[src/rtl/irq_ctrl_pkg.sv]
// irq_ctrl_pkg: shared state encoding and constants for the vectored interrupt controller
package irq_ctrl_pkg;

    typedef enum logic [1:0] {
        S_IDLE,
        S_DRAIN,
        S_RUN,
        S_RETURN
    } state_e;

    localparam logic [6:0] OPC_URET = 7'h73;
    localparam int         CNT_W    = 3;

endpackage

[src/rtl/irq_prio_enc.sv]
// irq_prio_enc: fixed-priority encoder, lowest request index wins
module irq_prio_enc #(
    parameter int N = 4,
    parameter int W = 2
) (
    input  logic [N-1:0] req,
    output logic         valid,
    output logic [W-1:0] idx,
    output logic [N-1:0] grant
);

    // isolate the lowest set bit; the downward scan leaves the smallest index last
    always_comb begin
        valid = |req;
        grant = req & (~req + N'(1));
        idx   = '0;
        for (int i = N - 1; i >= 0; i--) idx = req[i] ? W'(i) : idx;
    end

endmodule

[src/rtl/irq_ctrl_vec.sv]
// irq_ctrl_vec: edge-detected, masked, fixed-priority vectored interrupt controller with pipeline drain
module irq_ctrl_vec
    import irq_ctrl_pkg::*;
#(
    parameter int              N_SRC      = 4,
    parameter int              PC_W       = 12,
    parameter int              DRAIN_CYC  = 3,
    parameter int              RET_CYC    = 2,
    parameter logic [PC_W-1:0] VEC_BASE   = PC_W'('h000),
    parameter logic [PC_W-1:0] VEC_STRIDE = PC_W'('h010),
    localparam int             ID_W       = (N_SRC > 1) ? $clog2(N_SRC) : 1
) (
    input  logic             clk,
    input  logic             nrst,
    input  logic [N_SRC-1:0] irq_n,
    input  logic [N_SRC-1:0] irq_mask,
    input  logic [PC_W-1:0]  pc,
    input  logic [6:0]       if_opcode,
    input  logic             if_clk_en,
    input  logic             pc_redirect,
    output logic             isr_stall,
    output logic             sel_isr,
    output logic             ret_isr,
    output logic             isr_running,
    output logic [PC_W-1:0]  isr_vec,
    output logic [ID_W-1:0]  isr_id,
    output logic [PC_W-1:0]  save_pc,
    output logic [N_SRC-1:0] irq_ack
);

    state_e             state_q, state_d;
    logic [CNT_W-1:0]   cnt_q, cnt_d;
    logic [N_SRC-1:0]   prev_q, pending_q, pending_d, ack_q, ack_d, clr;
    logic               sel_q, sel_d, ret_q, ret_d;
    logic [ID_W-1:0]    id_q, id_d;
    logic [PC_W-1:0]    save_q, save_d;
    logic               win_valid;
    logic [ID_W-1:0]    win_idx;
    logic [N_SRC-1:0]   win_grant;
    logic               is_uret;

    assign is_uret = if_opcode == OPC_URET;

    irq_prio_enc #(.N(N_SRC), .W(ID_W)) u_prio (
        .req   (pending_q & irq_mask),
        .valid (win_valid),
        .idx   (win_idx),
        .grant (win_grant)
    );

    // FSM next state: counters compare before increment so DRAIN lasts DRAIN_CYC-1 enabled cycles
    always_comb begin
        state_d = state_q;
        cnt_d   = cnt_q;
        sel_d   = sel_q;
        ret_d   = ret_q;
        id_d    = id_q;
        save_d  = save_q;
        ack_d   = '0;
        clr     = '0;
        case (state_q)
            S_IDLE: if (win_valid) begin
                state_d = S_DRAIN;
                id_d    = win_idx;
                clr     = win_grant;
                ack_d   = win_grant;
                save_d  = pc;
                cnt_d   = CNT_W'(1);
            end
            S_DRAIN: begin
                if (pc_redirect) save_d = pc;
                if (if_clk_en) begin
                    if (cnt_q >= CNT_W'(DRAIN_CYC - 1)) begin
                        state_d = S_RUN;
                        sel_d   = 1'b1;
                        cnt_d   = '0;
                    end else cnt_d = cnt_q + 1'b1;
                end
            end
            S_RUN: if (is_uret) begin
                state_d = S_RETURN;
                sel_d   = 1'b0;
                ret_d   = 1'b1;
                cnt_d   = CNT_W'(1);
            end
            default: if (if_clk_en) begin
                if (cnt_q >= CNT_W'(RET_CYC - 1)) begin
                    state_d = S_IDLE;
                    ret_d   = 1'b0;
                    cnt_d   = '0;
                end else cnt_d = cnt_q + 1'b1;
            end
        endcase
        pending_d = (pending_q & ~clr) | (prev_q & ~irq_n);
    end

    // state registers; reset drops any pending edges and idles every output
    always_ff @(posedge clk or negedge nrst) begin
        if (!nrst) begin
            state_q   <= S_IDLE;
            cnt_q     <= '0;
            prev_q    <= '1;
            pending_q <= '0;
            ack_q     <= '0;
            sel_q     <= 1'b0;
            ret_q     <= 1'b0;
            id_q      <= '0;
            save_q    <= '0;
        end else begin
            state_q   <= state_d;
            cnt_q     <= cnt_d;
            prev_q    <= irq_n;
            pending_q <= pending_d;
            ack_q     <= ack_d;
            sel_q     <= sel_d;
            ret_q     <= ret_d;
            id_q      <= id_d;
            save_q    <= save_d;
        end
    end

    assign isr_stall   = state_q == S_DRAIN || state_q == S_RETURN || (state_q == S_RUN && is_uret);
    assign isr_running = state_q != S_IDLE;
    assign isr_vec     = PC_W'(VEC_BASE + PC_W'(id_q) * VEC_STRIDE);
    assign sel_isr     = sel_q;
    assign ret_isr     = ret_q;
    assign isr_id      = id_q;
    assign save_pc     = save_q;
    assign irq_ack     = ack_q;

endmodule

[config.mk]
export PLATFORM = sky130hd
export DESIGN_NAME = irq_ctrl_vec
export DESIGN_NICKNAME = d
export VERILOG_FILES = /design/src/rtl/irq_ctrl_pkg.sv /design/src/rtl/irq_prio_enc.sv /design/src/rtl/irq_ctrl_vec.sv
export SDC_FILE = /design/constraint.sdc
export NUM_CORES = 1
export LEC_CHECK = 0
export CORE_MARGIN = 5
export CORE_UTILIZATION = 47
export DETAILED_ROUTE_END_ITERATION = 6
export PLACE_DENSITY_LB_ADDON = 0.15
export SLEW_MARGIN = 20
export SYNTH_ARGS = -nofsm -noshare
export SYNTH_HDL_FRONTEND = slang
export SYNTH_SLANG_ARGS = --single-unit
[constraint.sdc]
create_clock -name clk -period 3.2 [get_ports clk]
set_input_delay 0.8 -clock clk [delete_from_list [all_inputs] [get_ports clk]]
set_output_delay 0.8 -clock clk [all_outputs]
set_load 0.005 [all_outputs]
==> run summary, run 1 <==
cell taking the most area after synthesis - dfrtp_1
post-DP HPWL - 2720 um
# rows - 21
First DRT Iteration DRCs - 55
largest net degree at the start of global routing - 34
CP endpoint kind - primary output
# DRC - 0
worst hold path stage count - 1
Pint - 1270 uW
worst setup margin - 0.0982 ns
DRT Pass-1 Iters - 5
via count - 1176
Clk pwr share - 11.6%
die area - 0.00487 sq mm
Switching Share - 33.8%
Main synth FF type - dfrtp_1
switching power - 647 uW
synthesized flop and latch total - 33
share of layout cells above drive strength 1 - 19.0%
pre-CTS setup slack - 0.0208 ns
max-cap violations - 0
Post-DRT Antenna Nets - 0
minimum period implied by the final worst setup slack - 3.10 ns
crit path kind - in2out
clock root cell - clkbuf_4
final hold vios - 0
Post-synth EDFFs - 0
Post-CTS Setup Bufs - 0
Worst Hold Slack - 0.519 ns
first-pass GRT wire length - 5930 um
fmax - 0.322 GHz
r2r worst-path depth - 6
Synth top area share - 43.2%
IO Pins - 65
outcome - complete, no violations
Post-Syn Area - 0.00168 sq mm
combinational share of power - 53.3%
Final Wtd Congestion - 0.820
top-count cell post-synth - dfrtp_1
post-CTS sizing - 0
Final Slew Violations - 0
register area share after synthesis - 49.5%
vias in the first global route - 1277
Synth top cells by count - 29 x dfrtp_1, 13 x buf_4, 12 x inv_1, 12 x mux2_4, 11 x nor2_1
# clock sinks - 33
vias per cell - 4.78
Pwr Density - 842 mW/mm^2
initial core utilization - 49.5%
Clk Latency, worst-skew pair - 0.33 ns
CORE AREA - 0.00339 sq mm
initial antenna violation count - 0
Clock Skew - 0.00919 ns
Synth Area per Inst - 12.0 sq um
Layout area overhead - 35.5%
synth top area cells - dfrtp_1 43%, mux2_4 11%, dfstp_2 6.3%, buf_4 5.8%, ha_1 4.5%
Setup crit start kind - input port
Worst EP arrival - 2.30 ns
Hold WC Path Type - reg2reg
Slew @ Worst Pin - 0.556 ns
Setup-failing EPs final - 0
GRT Overall Usage - 15.0%
Worst EP required - 2.40 ns
H-tree depth - 2
asr flop ratio synth - 100%
final WL - 3460 um
unrepaired setup endpoints after global routing - no
IO buf count - 54
worst-path maximum fanout - 2
Num CTS Buffers - 5
leakage power - 0.00104 uW
Overflow after GRT - 0
Final period util - 96.9%
Reg power frac - 35.1%
Cells after Synth - 140
floorplan die width - 69.8 um
Rel. slew slack - 62.8%
YS warnings - 0
Peak VDD IR - 0.347 mV
placed cell areas - 0.00222 sq mm
Wirelength per Cell - 14.1 um
Synth cell types - 31
CTS Hold Bufs - 0
Reg clk slew, reported paths - 0.10 ns
final instance area - 0.00228 sq mm
DIE HEIGHT - 69.8 um
setup TNS - 0 ns
Nets - 236
CTS tree - yes
n_diodes - 0
CTS Buffer Depth - 2
[state kept, by name (all words and copies together) (netlist names)]
name / cells
save_pc: 12
irq_ack: 4
pending_q: 4
prev_q: 4
cnt_q: 3
isr_id: 2
state_q: 2
ret_isr: 1
sel_isr: 1
[cell families (layout without fill, tap and decap cells)]
kind of cell,Yosys count,in the layout,synth area share (%)
compound gates,23,23,11.3
fa+ha+maj,6,6,4.47
buf+inv,26,77,9.69
flops,33,33,49.5
mux,18,18,14.6
other cells,1,10,0.223
simple gates,33,33,10.2
[worst paths after layout]
kind	endpoint	start	slack, ns
setup / recovery	isr_stall	if_opcode[6]	0.1
hold / removal	save_pc[4]$_DFFE_PN0P_	save_pc[4]$_DFFE_PN0P_	0.52
setup reg to reg	save_pc[0]$_DFFE_PN0P_	state_q[0]$_DFFE_PN0P_	1.18
hold reg to reg	save_pc[4]$_DFFE_PN0P_	save_pc[4]$_DFFE_PN0P_	0.52
max in group asynchronous	prev_q[1]$_DFF_PN1_	nrst	2.01
min in group asynchronous	save_pc[6]$_DFFE_PN0P_	nrst	0.85
[cells in the final DEF (no fill, tap or decap), types with 4 or more instances in the layout]
cell type        instances
nand2_1                  9
a21oi_1                  4
conb_1                  10
inv_1                   12
nor2_1                  11
nand3_1                  4
clkbuf_4                 5
dfrtp_1                 29
clkdlybuf4s50_1         54
o21ai_0                  7
ha_1                     6
dfstp_2                  4
mux2_4                  12
[worst max-delay path: stages]
cell and delay, ns:
clkdlybuf4s50_1 0.51, nand4b_4 0.14, nor3_2 0.20, a211o_1 0.16, clkdlybuf4s50_1 0.50
[power groups by stage]
stage | clock network [uW] | logic (uW) | registers, uW
final | 222 | 1020 | 673
after global routing | 249 | 1120 | 693
after CTS | 233 | 1040 | 673
after detailed placement | 0 | 1030 | 681
after global placement | 0 | 1000 | 668
after floorplan | 0 | 667 | 674
[metal layers]
layer / routed length [um] / track usage [%]
met4: 22 / 4.47
met5: 0 / 0
met1: 1430 / 16.5
met2: 1760 / 26.5
met3: 249 / 5.94
[final cells by class]
type                       instances  area [sq um]
multi-input combinational         90           724
sequential                        33           831
fill                             266          1110
timing repair buffer              57           563
clock buffer                       5          37.5
inverter                          12          45.0
tap                               46          57.6
clock inverter                     3          17.5
[through the flow]
stage	std cells	util, %	total power (uW)
global placement	238	65.4	1670
global route	246	67.1	2060
CTS	246	67.0	1940
floorplan	149	-	1340
detailed placement	238	65.4	1710
finish	246	67.1	1920
Note: power is estimated with default switching activity, not from simulation.
==> inputs of run 2 (changes only) <==
--- a/config.mk
+++ b/config.mk
@@ -8,8 +8,8 @@
 export CORE_MARGIN = 5
 export CORE_UTILIZATION = 47
 export DETAILED_ROUTE_END_ITERATION = 6
-export PLACE_DENSITY_LB_ADDON = 0.15
-export SLEW_MARGIN = 20
+export PLACE_DENSITY_LB_ADDON = 0.12
+export SLEW_MARGIN = 25
 export SYNTH_ARGS = -nofsm -noshare
 export SYNTH_HDL_FRONTEND = slang
 export SYNTH_SLANG_ARGS = --single-unit
==> run 2 against run 1 <==
Against the previous run:
- clock skew decreased by 0.0035 ns
- power fell by 0.25%
- sequential power shrank 0.6%
- cell count unchanged
- non-clock buffer count is the same
- global-route usage grew 0.31 points
- via count up 2.4%
- final area unchanged
- hold slack worse by 0.0034 ns
- count of clock-buffer cells in the layout unchanged
- routed wire length is 1.5% higher
==> run summary, run 2 (synthesis results as in run 1) <==
outcome - complete, no violations (unchanged)
Pwr Density - 840 mW/mm^2 (was 842 mW/mm^2)
Num CTS Buffers - 5 (unchanged)
worst hold path stage count - 1 (unchanged)
Setup-failing EPs final - 0 (unchanged)
Slowest-stage cell, CP - clkdlybuf4s50_1 (unchanged)
via count - 1204 (was 1176)
CTS Buffer Depth - 2 (unchanged)
Nets - 236 (unchanged)
top sig layer - met4 (unchanged)
worst-path maximum fanout - 2 (unchanged)
die area - 0.00487 sq mm (unchanged)
final hold vios - 0 (unchanged)
floorplan die width - 69.8 um (unchanged)
# clock sinks - 33 (unchanged)
switching power - 642 uW (was 647 uW)
combinational share of power - 53.4% (was 53.3%)
largest net degree at the start of global routing - 34 (unchanged)
Post-DRT Antenna Nets - 0 (unchanged)
post-DP HPWL - 2790 um (was 2720 um)
Rel. slew slack - 64.3% (was 62.8%)
Post-Route Utilization - 67.1% (unchanged)
register area - 831 sq um (unchanged)
Clk pwr share - 11.6% (about the same)
CTS tree - yes (unchanged)
Crit path largest cell delay - 0.50 ns (was 0.51 ns)
Reg clk slew, reported paths - 0.10 ns (about the same)
Wirelength per Cell - 14.3 um (was 14.1 um)
initial antenna violation count - 0 (unchanged)
DIE HEIGHT - 69.8 um (unchanged)
Setup crit start kind - input port (unchanged)
crit path kind - in2out (unchanged)
Switching Share - 33.6% (was 33.8%)
metal3 WL - 290 um (was 249 um)
max reg flops - 12 (unchanged)
setup TNS - 0 ns (unchanged)
CP Depth - 5 (unchanged)
# DRC - 0 (unchanged)
GRT Overall Usage - 15.3% (was 15.0%)
multi-input logic area - 724 sq um (unchanged)
unrepaired setup endpoints after global routing - no (unchanged)
# rows - 21 (unchanged)
n_diodes - 0 (unchanged)
Layout area overhead - 35.5% (unchanged)
r2r worst-path depth - 6 (unchanged)
Overflow after GRT - 0 (unchanged)
crit-path most repeated cell - clkdlybuf4s50_1 (unchanged)
leakage power - 0.00104 uW (unchanged)
Worst EP required - 2.40 ns (about the same)
IO Pins - 65 (unchanged)
initial core utilization - 49.5% (unchanged)
CP endpoint kind - primary output (unchanged)
Final Slew Violations - 0 (unchanged)
max-cap violations - 0 (unchanged)
Clk Latency, worst-skew pair - 0.33 ns (about the same)
DRT Pass-1 Iters - 4 (was 5)
Hold WC Path Type - reg2reg (unchanged)
First DRT Iteration DRCs - 30 (was 55)
Slew @ Worst Pin - 0.534 ns (was 0.556 ns)
CORE AREA - 0.00339 sq mm (unchanged)
Worst EP arrival - 2.29 ns (was 2.30 ns)
clock root cell - clkbuf_4 (unchanged)
# fillers - 253 (was 266)
vias per cell - 4.89 (was 4.78)
worst path cell trace - clkdlybuf4s50_1 -> nand4b_4 -> nor3_2 -> a211o_1 -> clkdlybuf4s50_1 (unchanged)
Pint - 1270 uW (about the same)
IO buf count - 54 (unchanged)
final WL - 3510 um (was 3460 um)
Final period util - 96.4% (was 96.9%)
H-tree depth - 2 (unchanged)
vias in the first global route - 1256 (was 1277)
delay-heaviest family, CP - buffers and inverters (unchanged)
Clock Skew - 0.00572 ns (was 0.00919 ns)
Reg power frac - 35.0% (was 35.1%)
Final Wtd Congestion - 0.864 (was 0.820)
most frequent cells in the layout - 54 x clkdlybuf4s50_1, 29 x dfrtp_1, 12 x inv_1, 12 x mux2_4, 11 x nor2_1 (unchanged)
share of layout cells above drive strength 1 - 19.0% (unchanged)
WL met1 - 1370 um (was 1430 um)
metal2 WL - 1800 um (was 1760 um)
fmax - 0.324 GHz (was 0.322 GHz)
Peak VDD IR - 0.379 mV (was 0.347 mV)
Post-CTS Setup Bufs - 0 (unchanged)
minimum period implied by the final worst setup slack - 3.09 ns (was 3.10 ns)
most common library cell in the layout ignoring fill and taps - clkdlybuf4s50_1 (unchanged)
WP buf/inv - 2 (unchanged)
first-pass GRT wire length - 5980 um (was 5930 um)
==> run 2: cell counts in the layout (fill, tap and decap cells not counted) <==
No cell type changed its count.
==> run 2: power groups by stage <==
stage	Sequential [uW]	Combinational (uW)	Clock, uW
after floorplan	674	667	0
after global placement	670	1000	0
after detailed placement	680	1030	0
after CTS	672	1040	232
after global routing	690	1110	253
final	669	1020	221
==> run 2: area by class of cell <==
class,count,share of cell area [%]
clock inverters,3,0.770
repair buffers,57,24.7
flip-flops and latches,33,36.5
inverters,12,1.98
multi-input cells,90,31.8
clock buffers,5,1.65
well taps,46,2.53
==> run 2: final timing paths <==
kind	start	to	slack, ns
min in group asynchronous	nrst	irq_ack[1]$_DFF_PN0_	0.86
max in group asynchronous	nrst	prev_q[3]$_DFF_PN1_	2.01
worst min register to register	save_pc[6]$_DFFE_PN0P_	save_pc[6]$_DFFE_PN0P_	0.52
worst min-delay path	save_pc[6]$_DFFE_PN0P_	save_pc[6]$_DFFE_PN0P_	0.52
worst max register to register	state_q[0]$_DFFE_PN0P_	save_pc[1]$_DFFE_PN0P_	1.19
worst max-delay path	if_opcode[6]	isr_stall	0.11
==> run 2: stage by stage <==
step | hold WS, ns | area (sq um) | cells | worst slack, ns | total power, uW
floorplan | 0.483 | 1710 | 149 | 0.990 | 1340
global placement | 0.492 | 2220 | 238 | 0.0869 | 1670
detailed placement | 0.494 | 2220 | 238 | 0.0328 | 1710
CTS | 0.520 | 2270 | 246 | 0.0241 | 1940
global route | 0.535 | 2280 | 246 | 0.0287 | 2050
finish | 0.516 | 2280 | 246 | 0.115 | 1910
==> run 2: repair_timing <==
item                                    CTS  global route
gates resized for setup                   0             1
endpoints found under the setup margin    0             1
hold buffers                              0             0
==> run 2: per-layer routing <==
metal	global-route usage, %	up-vias
li1	-	573
met5	0	-
met2	26.4	43
met4	5.11	0
met3	6.52	5
met1	16.9	583
==> run 2: worst register-to-register path, stage by stage (launching register included) <==
cell     delay, ns
dfrtp_1       0.40
inv_1         0.09
ha_1          0.21
buf_4         0.18
and3_4        0.16
a21oi_4       0.45
mux2_2        0.41
